**src/rtl/interrupt_controller_if.sv**
```systemverilog
// Core-side handshake bundle for the interrupt controller.
// The core drives busy/ack/eret/pc; the controller drives request and status.
interface interrupt_controller_if;
    logic        int_req;
    logic [31:0] int_vector;
    logic [3:0]  int_cause;
    logic [31:0] epc;
    logic        in_service;
    logic        CPU_busy;
    logic        int_ack;
    logic        eret;
    logic [31:0] pc_in;

    modport master (
        input  int_req, int_vector, int_cause, epc, in_service,
        output CPU_busy, int_ack, eret, pc_in
    );

    modport slave (
        input  CPU_busy, int_ack, eret, pc_in,
        output int_req, int_vector, int_cause, epc, in_service
    );
endinterface

```
**src/rtl/interrupt_controller.sv**
```systemverilog
// Prioritising edge-triggered interrupt front-end for the multi-cycle core.
// Holds NMI + 8 maskable sources pending and raises one vectored request.
module interrupt_controller #(
    parameter logic [31:0] NMI_VECTOR  = 32'h0000_0100,
    parameter logic [31:0] VECTOR_BASE = 32'h0000_0180
) (
    input  logic                    clock,
    input  logic                    reset,
    input  logic                    NON_maskable_interrupt,
    input  logic [7:0]              irq_in,
    input  logic                    mask_we,
    input  logic [7:0]              mask_wdata,
    output logic [8:0]              pending,
    interrupt_controller_if.slave   core
);

    typedef enum logic [1:0] {
        IDLE,
        REQ,
        SERVICE
    } state_t;

    state_t      state;
    state_t      state_nxt;
    logic [8:0]  line_prev;
    logic [8:0]  pend_q;
    logic [8:0]  edges;
    logic [8:0]  clr;
    logic [7:0]  mask_q;
    logic        sel_valid;
    logic [3:0]  sel_cause;
    logic [3:0]  cause_q;
    logic [31:0] vector_q;
    logic [31:0] epc_q;
    logic        take;
    logic        ack_ok;

    assign edges = {NON_maskable_interrupt, irq_in} & ~line_prev;
    assign clr   = ack_ok ? (9'd1 << cause_q) : 9'd0;

    // Pick NMI first, otherwise the lowest-index enabled pending irq.
    always_comb begin
        sel_valid = 1'b0;
        sel_cause = 4'd0;
        if (pend_q[8]) begin
            sel_valid = 1'b1;
            sel_cause = 4'd8;
        end else begin
            for (int i = 7; i >= 0; i--) begin
                if (pend_q[i] && mask_q[i]) begin
                    sel_valid = 1'b1;
                    sel_cause = 4'(i);
                end
            end
        end
    end

    // Next-state logic: request only at instruction boundaries, no nesting.
    always_comb begin
        state_nxt = state;
        take      = 1'b0;
        ack_ok    = 1'b0;
        unique case (state)
            IDLE: begin
                if (sel_valid && !core.CPU_busy) begin
                    take      = 1'b1;
                    state_nxt = REQ;
                end
            end
            REQ: begin
                if (core.int_ack) begin
                    ack_ok    = 1'b1;
                    state_nxt = SERVICE;
                end
            end
            SERVICE: begin
                if (core.eret) begin
                    state_nxt = IDLE;
                end
            end
            default: state_nxt = IDLE;
        endcase
    end

    // State register.
    always_ff @(posedge clock) begin
        if (reset) begin
            state <= IDLE;
        end else begin
            state <= state_nxt;
        end
    end

    // Edge history, pending set/clear (a new edge beats an ack clear) and mask.
    always_ff @(posedge clock) begin
        if (reset) begin
            line_prev <= 9'd0;
            pend_q    <= 9'd0;
            mask_q    <= 8'h00;
        end else begin
            line_prev <= {NON_maskable_interrupt, irq_in};
            pend_q    <= (pend_q & ~clr) | edges;
            if (mask_we) begin
                mask_q <= mask_wdata;
            end
        end
    end

    // Freeze cause/vector when a request is launched; grab the PC on ack.
    always_ff @(posedge clock) begin
        if (reset) begin
            cause_q  <= 4'd0;
            vector_q <= 32'd0;
            epc_q    <= 32'd0;
        end else begin
            if (take) begin
                cause_q <= sel_cause;
                if (sel_cause == 4'd8) begin
                    vector_q <= NMI_VECTOR;
                end else begin
                    vector_q <= VECTOR_BASE + (32'(sel_cause) << 3);
                end
            end
            if (ack_ok) begin
                epc_q <= core.pc_in;
            end
        end
    end

    assign core.int_req    = (state == REQ);
    assign core.in_service = (state == SERVICE);
    assign core.int_cause  = cause_q;
    assign core.int_vector = vector_q;
    assign core.epc        = epc_q;
    assign pending         = pend_q;

endmodule

```
**src/flat_wrapper.sv**
```systemverilog
// flat-port wrapper written by rule: the top's interface ports become plain ports
module interrupt_controller_flat 
#(
    parameter logic [31:0] NMI_VECTOR  = 32'h0000_0100,
    parameter logic [31:0] VECTOR_BASE = 32'h0000_0180
)
  (clock, reset, NON_maskable_interrupt, irq_in, mask_we, mask_wdata, pending, core_CPU_busy, core_int_ack, core_eret, core_pc_in, core_int_req, core_int_vector, core_int_cause, core_epc, core_in_service);
  interrupt_controller_if core_i ();
  input  logic clock;
  input  logic reset;
  input  logic NON_maskable_interrupt;
  input  logic [7:0] irq_in;
  input  logic mask_we;
  input  logic [7:0] mask_wdata;
  output logic [8:0] pending;
  input wire logic [$bits(core_i.CPU_busy)-1:0] core_CPU_busy;
  input wire logic [$bits(core_i.int_ack)-1:0] core_int_ack;
  input wire logic [$bits(core_i.eret)-1:0] core_eret;
  input wire logic [$bits(core_i.pc_in)-1:0] core_pc_in;
  output wire logic [$bits(core_i.int_req)-1:0] core_int_req;
  output wire logic [$bits(core_i.int_vector)-1:0] core_int_vector;
  output wire logic [$bits(core_i.int_cause)-1:0] core_int_cause;
  output wire logic [$bits(core_i.epc)-1:0] core_epc;
  output wire logic [$bits(core_i.in_service)-1:0] core_in_service;
  assign core_i.CPU_busy = core_CPU_busy;
  assign core_i.int_ack = core_int_ack;
  assign core_i.eret = core_eret;
  assign core_i.pc_in = core_pc_in;
  assign core_int_req = core_i.int_req;
  assign core_int_vector = core_i.int_vector;
  assign core_int_cause = core_i.int_cause;
  assign core_epc = core_i.epc;
  assign core_in_service = core_i.in_service;
  interrupt_controller #(.NMI_VECTOR(NMI_VECTOR), .VECTOR_BASE(VECTOR_BASE)) u_core (.clock(clock), .reset(reset), .NON_maskable_interrupt(NON_maskable_interrupt), .irq_in(irq_in), .mask_we(mask_we), .mask_wdata(mask_wdata), .pending(pending), .core(core_i));
endmodule
```
**config.mk**
```make
export PLATFORM = sky130hd
export DESIGN_NAME = interrupt_controller_flat
export DESIGN_NICKNAME = d
export VERILOG_FILES = /design/src/rtl/interrupt_controller_if.sv /design/src/rtl/interrupt_controller.sv /design/src/flat_wrapper.sv
export SDC_FILE = /design/constraint.sdc
export NUM_CORES = 1
export LEC_CHECK = 0
export ABC_CLOCK_PERIOD_IN_PS = 2600
export BUFFER_PORTS_ARGS = -buffer_cell sky130_fd_sc_hd__buf_2
export CORE_MARGIN = 5
export CORE_UTILIZATION = 51
export CTS_BUF_LIST = sky130_fd_sc_hd__clkbuf_8
export CTS_CLUSTER_DIAMETER = 120
export CTS_CLUSTER_SIZE = 40
export DETAILED_ROUTE_END_ITERATION = 10
export PLACE_DENSITY_LB_ADDON = 0.12
export SYNTH_ARGS = -nofsm -noshare
export SYNTH_HDL_FRONTEND = slang
export SYNTH_SLANG_ARGS = --single-unit
```
**constraint.sdc**
```tcl
create_clock -name clock -period 2.6 [get_ports clock]
set_clock_uncertainty 0.2 [all_clocks]
set_input_delay 0.13 -clock clock [delete_from_list [all_inputs] [get_ports clock]]
set_output_delay 0.13 -clock clock [all_outputs]
set_load 0.1 [all_outputs]
```
==> results of run 1 <==
critical path, cell delays in order:
cell           delay (ps)
dlygate4sd3_1         530
buf_2                 130
or3_4                 350
a41oi_4               290
a21oi_1                70
nor3_1                160
dlygate4sd3_1         560
cell usage in the layout, fill, tap and decap left out, drive strengths merged, types with 7 or more instances in the layout:
cell type,n
nand2b,11
dfxtp,69
conb,26
o21ai,7
clkbuf,9
nor2b,11
mux2i,10
a21oi,45
nand2,71
dlygate4sd3,52
nor2,17
buf,112
inv,8
registers in the layout, indices dropped and copies added, names as in the netlist:
| signal | cells |
|---|---|
| u_core.core.int_vector | 6 |
| u_core.mask_q | 8 |
| u_core.state | 2 |
| u_core.core.epc | 32 |
| u_core.pending | 9 |
| u_core.core.int_cause | 3 |
| u_core.line_prev | 9 |
per-stage QoR:
step / total power [W] / hold slack [ps] / worst slack (ps)
finish: 0.00258 / 28.6 / 461
global route: 0.00268 / 33.3 / 342
CTS: 0.00259 / 18.7 / 463
detailed placement: 0.00185 / 165 / 990
global placement: 0.00184 / 156 / 1010
floorplan: 0.00176 / 58.2 / 209
layout make-up:
type                    count  area share, %
inverters                   3          0.290
flip-flops and latches     69           35.5
clock buffers               9           3.19
clock inverters             7          0.741
repair buffers            164           28.1
multi-input cells         225           29.8
well taps                  70           2.25
what timing repair did:
action,in CTS,in global routing
hold endpoints to repair,62,0
hold buffers,52,0
gates resized for setup,0,0
cells by family after synthesis:
logic type             after synthesis  share of synthesized area (%)
DFF                                 69                           50.6
AOI/OAI and AO/OA                   70                           15.9
and+or+nand+nor                    119                           19.4
buffers and inverters               46                           10.4
other                                1                          0.137
muxes                               10                           3.67
power by group:
group	total, W	switching (W)	leakage (nW)	internal, W
clock	0.000690	0.000364	0.0992	0.000326
combinational	0.000741	0.000574	1.14	0.000167
sequential	0.00115	0.0000384	0.565	0.00111
total	0.00258	0.000977	1.80	0.00160
metal layers:
layer / part of all wire, % / GRT usage, %
met4: 2.5 / 10.7
met5: 0 / 0
met2: 47 / 34.4
met1: 43 / 25.7
met3: 7.7 / 6.24
worst paths after layout:
| path | start | end | slack [ps] | cells after the start |
|---|---|---|---|---|
| setup reg to reg | u_core.pending[1]$_SDFF_PP0_ | u_core.state[0]$_SDFFE_PP0P_ | 470 | 5 |
| hold reg to reg | u_core.core.epc[2]$_SDFFE_PP0P_ | u_core.core.epc[2]$_SDFFE_PP0P_ | 250 | 2 |
| setup / recovery | core_CPU_busy | u_core.state[0]$_SDFFE_PP0P_ | 460 | 7 |
| hold / removal | mask_we | u_core.mask_q[6]$_SDFFE_PP0P_ | 30 | 3 |
==> metrics.yaml, run 1 <==
clk_pin_slew_ps: 70
place_congestion: 0.772
synth_most_common_cell: "nand2_1"
nFillCells: 407
drive_gt1_share_pct: 26.4
die_w_um: 83.2
avgSynthCellArea_um2: 8.67
grt_pass1_vias: 2580
netlist.area_leader.share_pct: 50.6
rsz0062_at_grt: "false"
hpwl_mm: 4.92
pin_count: 134
clock_sinks: 69
cts_setup_buffers: 0
synth_cells: 315
critPathRequiredTime_ps: 2670
critPathArrivalTime_ps: 2210
drv_cap: 0
synth_commonest_cells: "71 x nand2_1, 69 x dfxtp_1, 45 x a21oi_1"
hp-class: "input pin to flop"
worstMarginPinSlew_ps: 838
syn_area_mm2: 0.00273
detail-route-antenna-nets: 0
yosys-top-cells-area: "dfxtp_1 51%, nand2_1 9.8%, a21oi_1 8.2%, buf_4 7.7%, mux2i_1 3.7%"
cts_buffers: 9
multi_input_area_mm2: 0.00116
fin_cells: 547
period_needed_ps: 2140
dpl_cell_area_mm2: 0.00321
cts_tree: "done"
die_h_um: 83.2
synth_seq_cells: 69
fin_tns_setup_ps: 0
synth_edf_count: 0
critPathKind: "input pin to flop"
hold_viol: 0
fin_util_pct: 75.6
rows: 26
root_buffer: "clkbuf_8"
drt_iter0_drc: 97
wirelength_mm: 7.27
status: "finished, final reports clean"
antenna_found_initial: 0
cp-start-kind: "input pin"
dr.pass1.iters: 4
coreArea_mm2: 0.00514
slew_headroom_pct: 44.1
antennaDiodeCount: 0
track_usage_pct: 21.3
port_buffers: 107
synth_area_leader_cell: "dfxtp_1"
insertion_delay_ps: 330
p_leak_nw: 1.80
register_area_mm2: 0.00138
placed_cells_incl_taps: 479
vdd_drop_max_mv: 0.448
setup_viol: 0
postSynth.asyncResetShare_pct: 0
grt_max_degree: 47
ys_seq_area_share_pct: 50.6
start_util_pct: 53.1
maxSlewViolCount: 0
final_area_mm2: 0.00389
avgRoutedWirePerCell_um: 13.3
finalCritPeriodShare_pct: 82.3
htreeDepth: 3
nNetsFinal: 527
viasPerCell: 4.68
synth_ff_type: "dfxtp_1"
area_growth_pct: 42.3
cp-end-kind: "flop"
cp_max_fo: 6
ys_warn_count: 0
yosysUniqueCellTypes: 33
via_count: 2562
overflow: 0
fmax_mhz: 467
drc_errors: 0
grt_pass1_wl_mm: 12.2
die_area_mm2: 0.00692
power.density_mw_per_mm2: 664
cts_max_path_buffers: 2
(Power assumes the default switching activity.)
==> run 2, diff against run 1 <==
--- a/config.mk
+++ b/config.mk
@@ -5,10 +5,10 @@
 export SDC_FILE = /design/constraint.sdc
 export NUM_CORES = 1
 export LEC_CHECK = 0
-export ABC_CLOCK_PERIOD_IN_PS = 2600
+export ABC_CLOCK_PERIOD_IN_PS = 1960
 export BUFFER_PORTS_ARGS = -buffer_cell sky130_fd_sc_hd__buf_2
 export CORE_MARGIN = 5
-export CORE_UTILIZATION = 51
+export CORE_UTILIZATION = 43
 export CTS_BUF_LIST = sky130_fd_sc_hd__clkbuf_8
 export CTS_CLUSTER_DIAMETER = 120
 export CTS_CLUSTER_SIZE = 40
==> constraint.sdc (replaced) <==
create_clock -name clock -period 1.96 [get_ports clock]
set_clock_uncertainty 0.2 [all_clocks]
set_input_delay 0.098 -clock clock [delete_from_list [all_inputs] [get_ports clock]]
set_output_delay 0.098 -clock clock [all_outputs]
set_load 0.1 [all_outputs]
==> run 2 against run 1 <==
Worst hold slack worse by 7.2 ps; wire length up 1.2%; die area up 16%; critical path depth down 1; count of clock-buffer cells in the layout up 2; largest cell class unchanged; highest routed layer unchanged.
==> metrics.yaml, run 2 (synthesis gave the netlist of run 1 again) <==
drc_errors: 0
clock_sinks: 69
die_h_um: 89.7
largest_reg_flops: 32
rows: 29
die_area_mm2: 0.00804
antenna_found_initial: 0
htreeDepth: 3
via_count: 2589
dr.pass1.iters: 4
critPathKind: "input pin to flop"
critPathArrivalTime_ps: 1690
setup.worst_path.start: "core_CPU_busy"
nFillCells: 563
finalCritPeriodShare_pct: 84.9
critPathMaxStageDelay_ps: 530
critPathRequiredTime_ps: 1990
hp-start: "mask_we"
cp-start-kind: "input pin"
mostFrequentLayoutCell: "buf_2"
fin_tns_setup_ps: 0
fmax_mhz: 601
grt_pass1_wl_mm: 11.5
worstMarginPinSlew_ps: 724
rrSetupSlack_ps: 330
port_buffers: 107
hp-class: "input pin to flop"
cts_setup_buffers: 0
root_buffer: "clkbuf_8"
drt_iter0_drc: 91
avgRoutedWirePerCell_um: 13.2
place_congestion: 0.855
r2r-end: "u_core.core.int_cause[3]$_SDFFE_PP0P_"
cp-end-kind: "flop"
postCtsHoldBufs: 56
cpMaxStageDelayCell: "dlygate4sd3_1"
power.density_mw_per_mm2: 889
cts_buffers: 9
start_util_pct: 43.5
track_usage_pct: 18.7
nNetsFinal: 531
wirelength_mm: 7.36
reg2reg_depth: 4
cts_resized: 0
antennaDiodeCount: 0
power_w: 0.00354
rr_startpoint: "u_core.state[1]$_SDFFE_PP0P_"
die_w_um: 89.7
overflow: 0
hpwl_mm: 4.96
hold_path_end: "u_core.mask_q[6]$_SDFFE_PP0P_"
drv_cap: 0
detail-route-antenna-nets: 0
dpl_cell_area_mm2: 0.00324
final_area_mm2: 0.00398
area_growth_pct: 45.6
cts_max_path_buffers: 2
fin_util_pct: 63.3
crit_chain: "dlygate4sd3_1 -> buf_2 -> or3_4 -> a41oi_4 -> mux2i_1 -> nor2_1"
vdd_drop_max_mv: 0.553
viasPerCell: 4.64
mostFrequentLayoutCells: "107 x buf_2, 71 x nand2_1, 60 x dfxtp_1"
hold_viol: 0
maxSlewViolCount: 0
cp_max_fo: 6
grt_pass1_vias: 2515
cts_tree: "done"
grt_max_degree: 40
coreArea_mm2: 0.00628
period_needed_ps: 1660
drive_gt1_share_pct: 29.3
insertion_delay_ps: 330
setup_viol: 0
p_leak_nw: 1.81
pin_count: 134
min_path_cells: 3
status: "finished, final reports clean"
rsz0062_at_grt: "false"
clk_pin_slew_ps: 70
slew_headroom_pct: 51.7
[run 2: cell types whose count changed in the layout (fill, tap and decap cells not counted), sizes merged]
cell,previous run,this run
clkinv,2,3
clkbuf,9,11
inv,8,4
dlygate4sd3,52,56
clkinvlp,0,1
[run 2: worst max path at each step]
| stage | to | slack (ps) | cells after the start |
|---|---|---|---|
| after floorplan | u_core.state[1]$_SDFFE_PP0P_ | 120 | 4 |
| after global placement | u_core.core.int_cause[3]$_SDFFE_PP0P_ | 360 | 4 |
| after detailed placement | u_core.core.int_cause[3]$_SDFFE_PP0P_ | 340 | 4 |
| after CTS | core_int_req | 290 | 2 |
| after global routing | core_in_service | 220 | 2 |
| final | u_core.core.int_cause[3]$_SDFFE_PP0P_ | 300 | 6 |
[run 2: cell type report]
class | instances | area, µm² | area share [%]
tap | 77 | 96.3 | 2.42
clock inverter | 5 | 26.3 | 0.661
sequential | 69 | 1390 | 35.0
multi-input combinational | 225 | 1160 | 29.3
inverter | 3 | 11.3 | 0.283
clock buffer | 11 | 151 | 3.81
timing repair buffer | 168 | 1130 | 28.5
[run 2: power by group]
group	internal [W]	switching (W)	total, W
clock network	0.000517	0.000501	0.00102
logic	0.000230	0.000762	0.000991
registers	0.00148	0.0000514	0.00153
[run 2: metal layers]
| metal | global-route usage (%) | part of all wire (%) | vias to the layer above |
|---|---|---|---|
| li1 | - | - | 1313 |
| met1 | 21.6 | 41 | 1166 |
| met2 | 30.3 | 49 | 96 |
| met3 | 7.48 | 8.5 | 14 |
| met4 | 8.66 | 2.2 | 0 |
| met5 | 0 | 0 | - |
[run 2: per-stage QoR]
| step | hold WS [ps] | setup slack (ps) | cells |
|---|---|---|---|
| 2_1_floorplan | 26.2 | 125 | 340 |
| 3_3_place_gp | 121 | 359 | 486 |
| 3_5_place_dp | 133 | 343 | 486 |
| 4_1_cts | 2.50 | 287 | 558 |
| 5_1_grt | 22.7 | 219 | 558 |
| 6_report | 21.4 | 296 | 558 |
[run 2: worst max-delay path: cells and delay by family]
| family | cells | cell delay, ps |
|---|---|---|
| AOI/OAI and AO/OA | 1 | 300 |
| muxes | 1 | 230 |
| and+or+nand+nor | 2 | 400 |
| buffers and inverters | 2 | 670 |
